File: src/rtl/shift_pkg.sv
// Shared definitions for the shifter sequencing controller:
// op codes, FSM state encoding and datapath sizing.
package shift_pkg;

  localparam int WIDTH = 16;
  localparam int AMT_W = 4;

  localparam logic [2:0] SH_LSL = 3'b000;
  localparam logic [2:0] SH_LSR = 3'b001;
  localparam logic [2:0] SH_ASR = 3'b010;
  localparam logic [2:0] SH_ROR = 3'b011;
  localparam logic [2:0] SH_ROL = 3'b100;

  typedef enum logic [1:0] {
    ST_IDLE = 2'd0,
    ST_BUSY = 2'd1,
    ST_DONE = 2'd2
  } state_t;

  function automatic logic op_is_legal(input logic [2:0] op);
    return (op <= SH_ROL);
  endfunction

endpackage

File: src/rtl/shift_step.sv
// Single-position shift step: combinational, one bit per call.
// Illegal op codes pass the word through unchanged and raise illegal_o.
module shift_step
  import shift_pkg::*;
#(
  parameter int W = WIDTH
) (
  input  logic [2:0]   op_i,
  input  logic [W-1:0] w_i,
  output logic [W-1:0] next_w_o,
  output logic         illegal_o
);

  always_comb begin
    next_w_o  = w_i;
    illegal_o = !op_is_legal(op_i);
    case (op_i)
      SH_LSL:  next_w_o = {w_i[W-2:0], 1'b0};
      SH_LSR:  next_w_o = {1'b0, w_i[W-1:1]};
      SH_ASR:  next_w_o = {w_i[W-1], w_i[W-1:1]};
      SH_ROR:  next_w_o = {w_i[0], w_i[W-1:1]};
      SH_ROL:  next_w_o = {w_i[W-2:0], w_i[W-1]};
      default: next_w_o = w_i;
    endcase
  end

endmodule

File: src/rtl/shift_seq_ctrl.sv
// Two-requester round-robin front end for an iterative one-bit-per-cycle
// shifter; the result is held with its requester ID until accepted.
module shift_seq_ctrl #(
  parameter int WIDTH = 16,
  parameter int AMT_W = 4
) (
  input  logic             clk,
  input  logic             rst,
  input  logic             req0_valid,
  output logic             req0_ready,
  input  logic [2:0]       req0_op,
  input  logic [WIDTH-1:0] req0_data,
  input  logic [WIDTH-1:0] req0_amt,
  input  logic             req1_valid,
  output logic             req1_ready,
  input  logic [2:0]       req1_op,
  input  logic [WIDTH-1:0] req1_data,
  input  logic [WIDTH-1:0] req1_amt,
  output logic             resp_valid,
  input  logic             resp_ready,
  output logic             resp_id,
  output logic [WIDTH-1:0] resp_data,
  output logic             resp_err,
  output logic             busy
);
  import shift_pkg::*;

  state_t             state_q;
  logic [2:0]         op_q;
  logic [WIDTH-1:0]   work_q;
  logic [AMT_W-1:0]   cnt_q;
  logic               id_q;
  logic               rr_last_q;
  logic               resp_valid_q;
  logic               resp_id_q;
  logic [WIDTH-1:0]   resp_data_q;
  logic               resp_err_q;
  logic               busy_q;

  logic               grant0;
  logic               grant1;
  logic [2:0]         sel_op;
  logic [WIDTH-1:0]   sel_data;
  logic [AMT_W-1:0]   sel_amt;
  logic [WIDTH-1:0]   work_d;
  logic               step_illegal;
  logic               unused_amt_hi;

  // Only the low AMT_W amount bits matter; the rest wrap the amount modulo WIDTH.
  assign unused_amt_hi = ^{req0_amt[WIDTH-1:AMT_W], req1_amt[WIDTH-1:AMT_W]};

  // Grant depends only on valids and the last winner, never on ready.
  always_comb begin
    grant0 = req0_valid && (!req1_valid || rr_last_q);
    grant1 = req1_valid && (!req0_valid || !rr_last_q);
  end

  always_comb begin
    sel_op   = req0_op;
    sel_data = req0_data;
    sel_amt  = req0_amt[AMT_W-1:0];
    if (grant1) begin
      sel_op   = req1_op;
      sel_data = req1_data;
      sel_amt  = req1_amt[AMT_W-1:0];
    end
  end

  assign req0_ready = (state_q == ST_IDLE) && grant0;
  assign req1_ready = (state_q == ST_IDLE) && grant1;

  shift_step #(
    .W (WIDTH)
  ) u_step (
    .op_i      (op_q),
    .w_i       (work_q),
    .next_w_o  (work_d),
    .illegal_o (step_illegal)
  );

  always_ff @(posedge clk) begin
    if (rst) begin
      state_q      <= ST_IDLE;
      op_q         <= SH_LSL;
      work_q       <= '0;
      cnt_q        <= '0;
      id_q         <= 1'b0;
      rr_last_q    <= 1'b1;
      resp_valid_q <= 1'b0;
      resp_id_q    <= 1'b0;
      resp_data_q  <= '0;
      resp_err_q   <= 1'b0;
      busy_q       <= 1'b0;
    end else begin
      case (state_q)
        ST_IDLE: begin
          if (grant0 || grant1) begin
            op_q      <= sel_op;
            work_q    <= sel_data;
            cnt_q     <= sel_amt;
            id_q      <= grant1;
            rr_last_q <= grant1;
            busy_q    <= 1'b1;
            state_q   <= ST_BUSY;
          end
        end
        ST_BUSY: begin
          // Illegal ops skip the iteration entirely and return the operand.
          if (step_illegal || (cnt_q == '0)) begin
            resp_valid_q <= 1'b1;
            resp_data_q  <= work_q;
            resp_id_q    <= id_q;
            resp_err_q   <= step_illegal;
            state_q      <= ST_DONE;
          end else begin
            work_q <= work_d;
            cnt_q  <= cnt_q - {{(AMT_W-1){1'b0}}, 1'b1};
          end
        end
        ST_DONE: begin
          if (resp_ready) begin
            resp_valid_q <= 1'b0;
            busy_q       <= 1'b0;
            state_q      <= ST_IDLE;
          end
        end
        default: state_q <= ST_IDLE;
      endcase
    end
  end

  assign resp_valid = resp_valid_q;
  assign resp_id    = resp_id_q;
  assign resp_data  = resp_data_q;
  assign resp_err   = resp_err_q;
  assign busy       = busy_q;

endmodule

File: config.mk
export PLATFORM = sky130hd
export DESIGN_NAME = shift_seq_ctrl
export DESIGN_NICKNAME = d
export VERILOG_FILES = /design/src/rtl/shift_pkg.sv /design/src/rtl/shift_step.sv /design/src/rtl/shift_seq_ctrl.sv
export SDC_FILE = /design/constraint.sdc
export NUM_CORES = 1
export LEC_CHECK = 0
export BUFFER_PORTS_ARGS = -buffer_cell sky130_fd_sc_hd__clkbuf_2
export CAP_MARGIN = 0
export CORE_ASPECT_RATIO = 0.5
export CORE_UTILIZATION = 44
export CTS_CLUSTER_DIAMETER = 100
export DETAILED_ROUTE_END_ITERATION = 10
export HOLD_SLACK_MARGIN = 0.1
export PLACE_DENSITY = 0.81
export SLEW_MARGIN = 40
export SYNTH_ARGS = -nofsm -noshare
export SYNTH_HDL_FRONTEND = slang
export SYNTH_SLANG_ARGS = --single-unit
export TNS_END_PERCENT = 30
File: constraint.sdc
create_clock -name clk -period 1.9 [get_ports clk]
set_clock_uncertainty 0.15 [all_clocks]
set_input_delay 0.38 -clock clk [delete_from_list [all_inputs] [get_ports clk]]
set_output_delay 0.38 -clock clk [all_outputs]
set_load 0.005 [all_outputs]
Word level (Yosys, flattened, before mapping)
Cells that the tools add are included.
{ "word_totals": {"ram_bits": 0, "latch_bits": 0, "out_inout_bits": 22, "in_bits": 75, "word_cells": 72, "memories": 0, "mem_bits_ro": 0, "regBits": 47} }
{ "classes": {"order_cmp": 1, "shift": 0, "n_mul": 0, "mux": 19, "n_addsub": 1, "n_eq_ne": 13, "n_div": 0, "n_reduce_logical": 26, "n_bitwise": 0} }
{ "ops": {"columns": ["op", "n"], "rows": [
  ["one-hot mux 16 bit (5 select lines)", 1],
  ["2-to-1 mux 16 bit", 3],
  ["one-hot mux 16 bit (2 select lines)", 1],
  ["2-to-1 mux 4 bit", 3],
  ["AND reduction 3 bit", 4],
  ["inequality test 2 bit (second input constant)", 4],
  ["one-hot mux 4 bit (2 select lines)", 1],
  ["equality test 3 x 2 -> 1 bit (second input constant)", 2],
  ["2-to-1 mux 2 bit", 3],
  ["inequality test 6 x 1 -> 1 bit (second input constant)", 1],
  ["one-hot mux 2 bit (3 select lines)", 1],
  ["nonzero test 2 bit", 3],
  ["inequality test 5 x 1 -> 1 bit (second input constant)", 1],
  ["AND reduction 5 bit", 1],
  ["logical AND 1 bit", 4],
  ["zero test 1 bit", 4],
  ["zero test 4 bit", 1],
  ["logical OR 1 bit", 4],
  ["one-hot mux 1 bit (2 select lines)", 2],
  ["AND reduction 2 bit", 2],
  ["AND reduction 4 bit", 1],
  ["subtractor 4 x 1 -> 4 bit (second input constant)", 1],
  ["equality test 3 x 1 -> 1 bit (second input constant)", 1],
  ["equality test 3 bit (second input constant)", 1],
  ["other kinds (8)", 10]
]} }

Depth between registers and ports, before layout
Gate-level depths: netlist of run 1.
{ "logic_depth": {"ltp_word": 6, "depth_mapped": 8, "ltp_nobuf": 6} }

By module
Synthesis of run 1 repeated with hierarchy kept, for this count alone.
{ "unflattened": {"hier_cells": 287, "area_unflattened_um2": 2605.0} }
{ "modules_own_cells": {"columns": ["module", "area_per_inst_um2", "seq_area_each_um2", "cells_each", "instances"], "rows": [
  ["shift_seq_ctrl", 2188.3, 940.9, 227, 1],
  ["shift_step", 416.6, 0.0, 60, 1]
]} }

Least setup slack after synthesis of run 1
Ideal clock, no wire load.
{ "synth_timing": {"kind": "flip-flop to flip-flop", "start": "reg cnt_q[0]", "end": "reg resp_data_q[4] (netlist: resp_data[4])", "required_ns": 1.618, "path_slack_ns": 0.035, "path_stages_with_launch": 9, "synth_period_minus_slack_ns": 1.865, "t_arrival_ns": 1.583, "setup_ns": 0.132, "path_buffers": 2, "path_cell_list": "dfxtp_1 -> inv_1 -> ha_1 -> or3b_4 -> a21o_4 -> buf_6 -> buf_2 -> nand2_1 -> a21oi_1"} }
{ "synth_via": {"elab_chain_len": 3} }
{ "synth_rtl": {"columns": ["element", "line", "source"], "rows": [
  ["from (decl)", "shift_seq_ctrl.sv:31", "logic [AMT_W-1:0] cnt_q;"],
  ["from (signal assigned)", "shift_seq_ctrl.sv:100", "cnt_q <= sel_amt;"],
  ["from (signal assigned)", "shift_seq_ctrl.sv:117", "cnt_q <= cnt_q - {{(AMT_W-1){1'b0}}, 1'b1};"],
  ["zero test 4 bit", "shift_seq_ctrl.sv:109", "if (step_illegal || (cnt_q == '0)) begin"],
  ["logical OR 1 bit", "shift_seq_ctrl.sv:109", null],
  ["AND reduction 2 bit (no line)", null, null],
  ["to (signal assigned)", "shift_seq_ctrl.sv:111", "resp_data_q <= work_q;"],
  ["to (decl)", "shift_seq_ctrl.sv:36", "logic [WIDTH-1:0] resp_data_q;"]
]} }
Every way passes these cells.
A chain may end at the register's enable or synchronous reset.

Worst setup path after layout of run 1
{ "layout_timing": {"start": "reg cnt_q[1]", "end": "reg work_q[3]"} }
{ "layout_via": {"elab_chain_len": 4} }
{ "layout_rtl": {"columns": ["element", "line", "source"], "rows": [
  ["zero test 4 bit", "shift_seq_ctrl.sv:109", null],
  ["logical OR 1 bit", "shift_seq_ctrl.sv:109", null],
  ["inequality test 2 bit (no line)", null, null],
  ["AND reduction 4 bit (no line)", null, null],
  ["to (signal assigned)", "shift_seq_ctrl.sv:99", "work_q <= sel_data;"],
  ["to (signal assigned)", "shift_seq_ctrl.sv:116", "work_q <= work_d;"],
  ["to (decl)", "shift_seq_ctrl.sv:30", "logic [WIDTH-1:0] work_q;"]
]} }
Every way passes these cells.

==> results of run 1 <==
-- through the flow --
| stage | util [%] | setup WS (ns) | power [W] | setup TNS [ns] |
|---|---|---|---|---|
| 4_1_cts | 59.4 | -0.00513 | 0.00448 | -0.00513 |
| 3_5_place_dp | 56.3 | -0.126 | 0.00362 | -1.54 |
| 5_1_grt | 60.7 | -0.0565 | 0.00496 | -0.690 |
| 6_report | 60.7 | -0.0133 | 0.00465 | -0.0690 |
| 2_1_floorplan | - | 0.0348 | 0.00306 | 0 |
| 3_3_place_gp | 56.3 | 0.00397 | 0.00349 | 0 |
-- worst max-delay path by stage --
stage / start / end / slack, ns / depth (start not counted)
final: cnt_q[1] / work_q[3] / -0.01 / 7
after global routing: cnt_q[1] / work_q[4] / -0.06 / 7
after CTS: cnt_q[1] / cnt_q[3] / -0.005 / 7
after detailed placement: cnt_q[0] / work_q[0] / -0.13 / 6
after global placement: cnt_q[0] / work_q[3] / 0.004 / 6
after floorplan: cnt_q[0] / resp_data[4] / 0.03 / 8
-- where the power goes --
part	leakage, nW	internal (W)	total (W)	switching (W)
Clock	0.0612	0.000426	0.000772	0.000346
Combinational	0.847	0.00104	0.00223	0.00120
Sequential	0.387	0.00132	0.00165	0.000332
-- kinds of logic (layout without fill, tap and decap cells) --
| logic type | Yosys count | after routing | share of synthesized area, % |
|---|---|---|---|
| adder cells (fa/ha/maj) | 1 | 1 | 0.514 |
| multiplexers | 9 | 9 | 3.75 |
| XOR/XNOR | 1 | 1 | 0.360 |
| AO/OA/AOI/OAI | 96 | 96 | 27.3 |
| buffers and inverters | 31 | 103 | 7.29 |
| AND/OR/NAND/NOR | 121 | 121 | 22.2 |
| flip-flops | 47 | 47 | 38.6 |
-- sequential cells by signal (all words and copies together), names as in the netlist --
name,count
state_q,2
id_q,1
resp_data,16
resp_valid,1
cnt_q,4
busy,1
resp_err,1
rr_last_q,1
op_q,3
work_q,16
resp_id,1
-- cells in the mapped netlist (5+ instances only) --
library cell / number / share of area (%)
inv_1: 6 / 0.92
nand2_1: 40 / 6.2
clkbuf_1: 6 / 0.92
nor2_1: 39 / 6.0
buf_2: 10 / 2.1
a211oi_1: 6 / 1.8
a21oi_1: 54 / 11
dfxtp_1: 47 / 39
buf_4: 5 / 1.5
nor3_1: 30 / 6.2
a32o_1: 11 / 4.5
mux2i_1: 8 / 3.3
-- critical path, cell delays in order (launching register included) --
cell	delay, ns
dfxtp_2	0.33
inv_2	0.07
ha_4	0.12
or3b_4	0.41
a21oi_4	0.24
nor3_4	0.10
buf_12	0.15
a32o_2	0.23
-- area by class of cell --
cell class | count | area (sq um) | share of cell area [%]
inverters | 6 | 22.5 | 0.726
flip-flops and latches | 47 | 945 | 30.4
clock inverters | 2 | 35.0 | 1.13
repair buffers | 89 | 572 | 18.4
multi-input cells | 228 | 1360 | 43.8
well taps | 70 | 87.6 | 2.82
clock buffers | 6 | 82.6 | 2.66
-- what timing repair did --
item,4_1_cts,5_1_grt
pin swaps,2,2
buffers inserted,3,2
gates resized for setup,2,12
hold buffers,0,0
setup endpoints to repair,20,30
gates cloned,0,1
-- layer usage --
layer | vias up | part of all wire (%) | GRT usage [%]
met5 | - | 0 | 0
met3 | 33 | 4.7 | 4.64
li1 | 1244 | - | -
met2 | 96 | 50 | 41.9
met1 | 1146 | 41 | 25.0
met4 | 0 | 4.6 | 15.3
==> impl_metrics.yaml, run 1 <==
drt:
  wire_per_inst_um: 14.7
  drc: 0
  drt_first_iter_violations: 91
  ant_nets: 0
  drt_first_pass_iters: 4
  drt_wl_total_mm: 6.60
  route.vias.total: 2519
  vias_per_cell: 5.62
sta:
  finalSetupViolCount: 9
  maxSlewHeadroom_pct: 73.1
  fmax_mhz: 523
  rsz0062_at_grt: "true"
  slew_violations: 0
  hold_ws_ns: 0.257
  period_share_pct: 101
  max_slew.worst_pin.slew_ns: 0.403
  period_needed_ns: 1.91
  postLayoutSetupSlackWorst_ns: -0.0133
  hold_viol_final: 0
placed_design:
  place_area_sq_um: 2880
  place_congestion: 0.819
  dp.cells: 435
  dpl.hpwl_mm: 4.65
  portBuffers: 72
final_layout:
  layout_common_cells: "clkbuf_2, a21oi_1, dfxtp_1"
  antenna_cells: 0
  final_cells: 448
  finalNetCount: 453
  fin_area_sq_um: 3100
  area_growth_pct: 27.4
  fillCellCount: 430
  final_common_cell: "clkbuf_2"
  drive_above_1_share_pct: 32.5
setup_path:
  critPathRequiredTime_ns: 1.95
  rrSetupSlack_ns: -0.01
  start_kind: "flop"
  crit_path_max_fanout: 8
  r2r_end: "work_q[3]"
  critical_path_class: "flop to flop"
  endpoint_kind: "flop"
  cp.arrival_ns: 1.96
  rr_worst_depth: 7
  reg2reg_from: "cnt_q[1]"
job:
  maxCapViolations: 0
logic_synthesis:
  yosysSeqAreaShare_pct: 38.6
  synth_edf_count: 0
  yosys_warnings: 0
  syn_area_sq_um: 2440
  synth_cell_types: 43
  ys_async_sr_fraction_pct: 0
  synth_ff_type: "dfxtp_1"
  syn-num-nets: 382
  ys_seq_elements: 47
  syn_area_per_cell_sq_um: 7.96
  synthCells: 306
grt:
  grt-ovfl-total: 0
  antenna_found_initial: 0
  grt_pass1_wl_mm: 10.1
  grt_pass1_vias: 2278
  gr-usage-all-layers_pct: 22.7
  grt_max_degree: 30
floorplan:
  dieWidth_um: 107
  boundaryPins: 97
  start_util_pct: 47.7
  dieArea_sq_um: 5860
  rows: 18
  die_h_um: 54.6
  coreArea_sq_um: 5110
clock_network:
  cts_tree: "yes"
  worstSkewPairLatency_ns: 0.30
  cts.path.max_buffers: 2
  htree_levels: 2
  clkTransAtPathRegs_ns: 0.09
  root_buffer: "clkbuf_8"
  cts_buffers: 5
  numClockSinks: 47
worst_hold_path:
  min_from: "req0_op[2]"
  hold_path_class: "input port to flop"
  hold-path-endpoint: "op_q[2]"
  hold_depth: 3
status:
  status: "complete, but fails checks"
  violations: "setup timing"
power:
  vdd_drop_max_mv: 0.588
  cellLeakagePower_nw: 1.29
  power_per_cell_area_nw_per_um2: 1500
Power figures use the tool's default switching activity.
==> run 2: changes to the inputs <==
CTS_CLUSTER_DIAMETER = default   (was 100)
TNS_END_PERCENT = 50   (was 30)
==> run 2 against run 1 <==
The flow still finishes with violations (setup timing). Total power is essentially flat. Combinational power barely moved. Sequential cell count stayed put. Clock-buffer cell count stayed put. Design area stayed put. Routed wire length down 0.14%. First-iteration DRC count rose by 15%. Global-route usage unchanged.
==> impl_metrics.yaml, run 2 (synthesis results as in run 1) <==
placed_design:
  dpl.hpwl_mm: 4.65
  portBuffers: 72
  place_congestion: 0.819
  dp_slack_ns: -0.126
grt:
  grt-ovfl-total: 0
  grt_pass1_wl_mm: 10.1
  grt_pass1_vias: 2278
  antenna_found_initial: 0
  grt_max_degree: 30
  gr-usage-all-layers_pct: 22.7
floorplan:
  boundaryPins: 97
  coreArea_sq_um: 5110
  dieArea_sq_um: 5860
  dieWidth_um: 107
  die_h_um: 54.6
  start_util_pct: 47.7
  rows: 18
sta:
  rsz0062_at_grt: "true"
  slew_violations: 0
  max_slew.worst_pin.slew_ns: 0.406
  fmax_mhz: 522
  maxSlewHeadroom_pct: 73.0
  period_share_pct: 101
  postLayoutSetupSlackWorst_ns: -0.0142
  hold_viol_final: 0
  period_needed_ns: 1.91
  finalSetupViolCount: 10
  hold_ws_ns: 0.258
drt:
  drt_first_pass_iters: 4
  drt_wl_total_mm: 6.59
  wire_per_inst_um: 14.7
  ant_nets: 0
  vias_per_cell: 5.60
  route.vias.total: 2510
  drc: 0
  drt_first_iter_violations: 105
power:
  combPwrFrac_pct: 48.0
  power_per_cell_area_nw_per_um2: 1500
  p_seq_share_pct: 35.4
  power.switching_w: 0.00188
  clock_power_share_pct: 16.6
  intPower_w: 0.00278
  cellLeakagePower_nw: 1.29
  vdd_drop_max_mv: 0.584
  swShare_pct: 40.3
final_layout:
  finalNetCount: 453
  fillCellCount: 430
  area_growth_pct: 27.4
  final_common_cell: "clkbuf_2"
  antenna_cells: 0
  layout_common_cells: "clkbuf_2, a21oi_1, dfxtp_1"
  drive_above_1_share_pct: 32.5
clock_network:
  root_buffer: "clkbuf_8"
  htree_levels: 2
  clkTransAtPathRegs_ns: 0.09
  numClockSinks: 47
  worstSkewPairLatency_ns: 0.30
  cts.path.max_buffers: 2
  cts_buffers: 5
  cts_tree: "yes"
setup_path:
  critical_path_class: "flop to flop"
  critical_path_buf_inv_count: 2
  cp.arrival_ns: 1.97
  critPathMaxStageDelay_ns: 0.42
  crit_path_max_fanout: 8
  crit_family: "simple AND/OR/NAND/NOR gates"
  endpoint_kind: "flop"
  crit_slowest_cell: "or3b_4"
  worstPathCellList: "inv_2 -> ha_4 -> or3b_4 -> a21oi_4 -> nor3_4 -> buf_12 -> a32o_2"
  start_kind: "flop"
  critPathRequiredTime_ns: 1.95
status:
  violations: "setup timing"
  status: "complete, but fails checks"
job:
  maxCapViolations: 0
worst_hold_path:
  hold_path_class: "input port to flop"
## run 2: cell counts in the layout (fill, tap and decap cells not counted)
Identical to the previous run, type by type.
## run 2: routing by layer
| metal | GRT usage, % | up-vias | wire length (um) |
|---|---|---|---|
| li1 | - | 1242 | - |
| met1 | 25.0 | 1152 | 2700 |
| met2 | 41.9 | 83 | 3270 |
| met3 | 4.64 | 33 | 300 |
| met4 | 15.3 | 0 | 318 |
| met5 | 0 | - | 0 |
## run 2: area by class of cell
cell class | instances | area (sq um) | share of cell area (%)
sequential | 47 | 945 | 30.4
multi-input combinational | 228 | 1360 | 43.8
clock buffer | 6 | 82.6 | 2.66
inverter | 6 | 22.5 | 0.726
tap | 70 | 87.6 | 2.82
clock inverter | 2 | 35.0 | 1.13
timing repair buffer | 89 | 572 | 18.4
## run 2: worst paths after layout
kind	slack [ns]	depth (start not counted)	endpoint	start
setup / recovery	-0.01	7	work_q[3]	cnt_q[1]
hold / removal	0.26	3	op_q[2]	req0_op[2]
setup reg to reg	-0.01	7	work_q[3]	cnt_q[1]
hold reg to reg	0.31	2	resp_id	resp_id
## run 2: repair_timing
item                                    4_1_cts  5_1_grt
pin swaps                                     2        2
gates resized for setup                       2       12
endpoints found under the setup margin       20       30
cloned                                        0        1
hold buffers                                  0        0
setup buffers                                 3        2
endpoints found under the hold margin         0        0
## run 2: power groups by stage
stage          Combinational (W)  Sequential, W  Clock, W
2_1_floorplan            0.00149        0.00157         0
6_report                 0.00223        0.00165  0.000774
4_1_cts                  0.00208        0.00163  0.000779
5_1_grt                  0.00244        0.00169  0.000827
3_3_place_gp             0.00188        0.00162         0
3_5_place_dp             0.00198        0.00165         0
## run 2: tightest hold or removal path: cells and delay by family
| kind | cells | cell delay, ns |
|---|---|---|
| AO/OA/AOI/OAI | 1 | 0.09 |
| buffers and inverters | 1 | 0.08 |
| multiplexers | 1 | 0.12 |
## run 2: per-stage QoR
step	area, sq um	std cells	TNS [ns]	total power [W]	util [%]
final	3100	448	-0.0812	0.00466	60.7
after global routing	3100	448	-0.690	0.00496	60.7
after CTS	3040	446	-0.00513	0.00448	59.4
after detailed placement	2880	435	-1.54	0.00362	56.3
after global placement	2880	435	0	0.00349	56.3
after floorplan	2440	306	0	0.00306	-
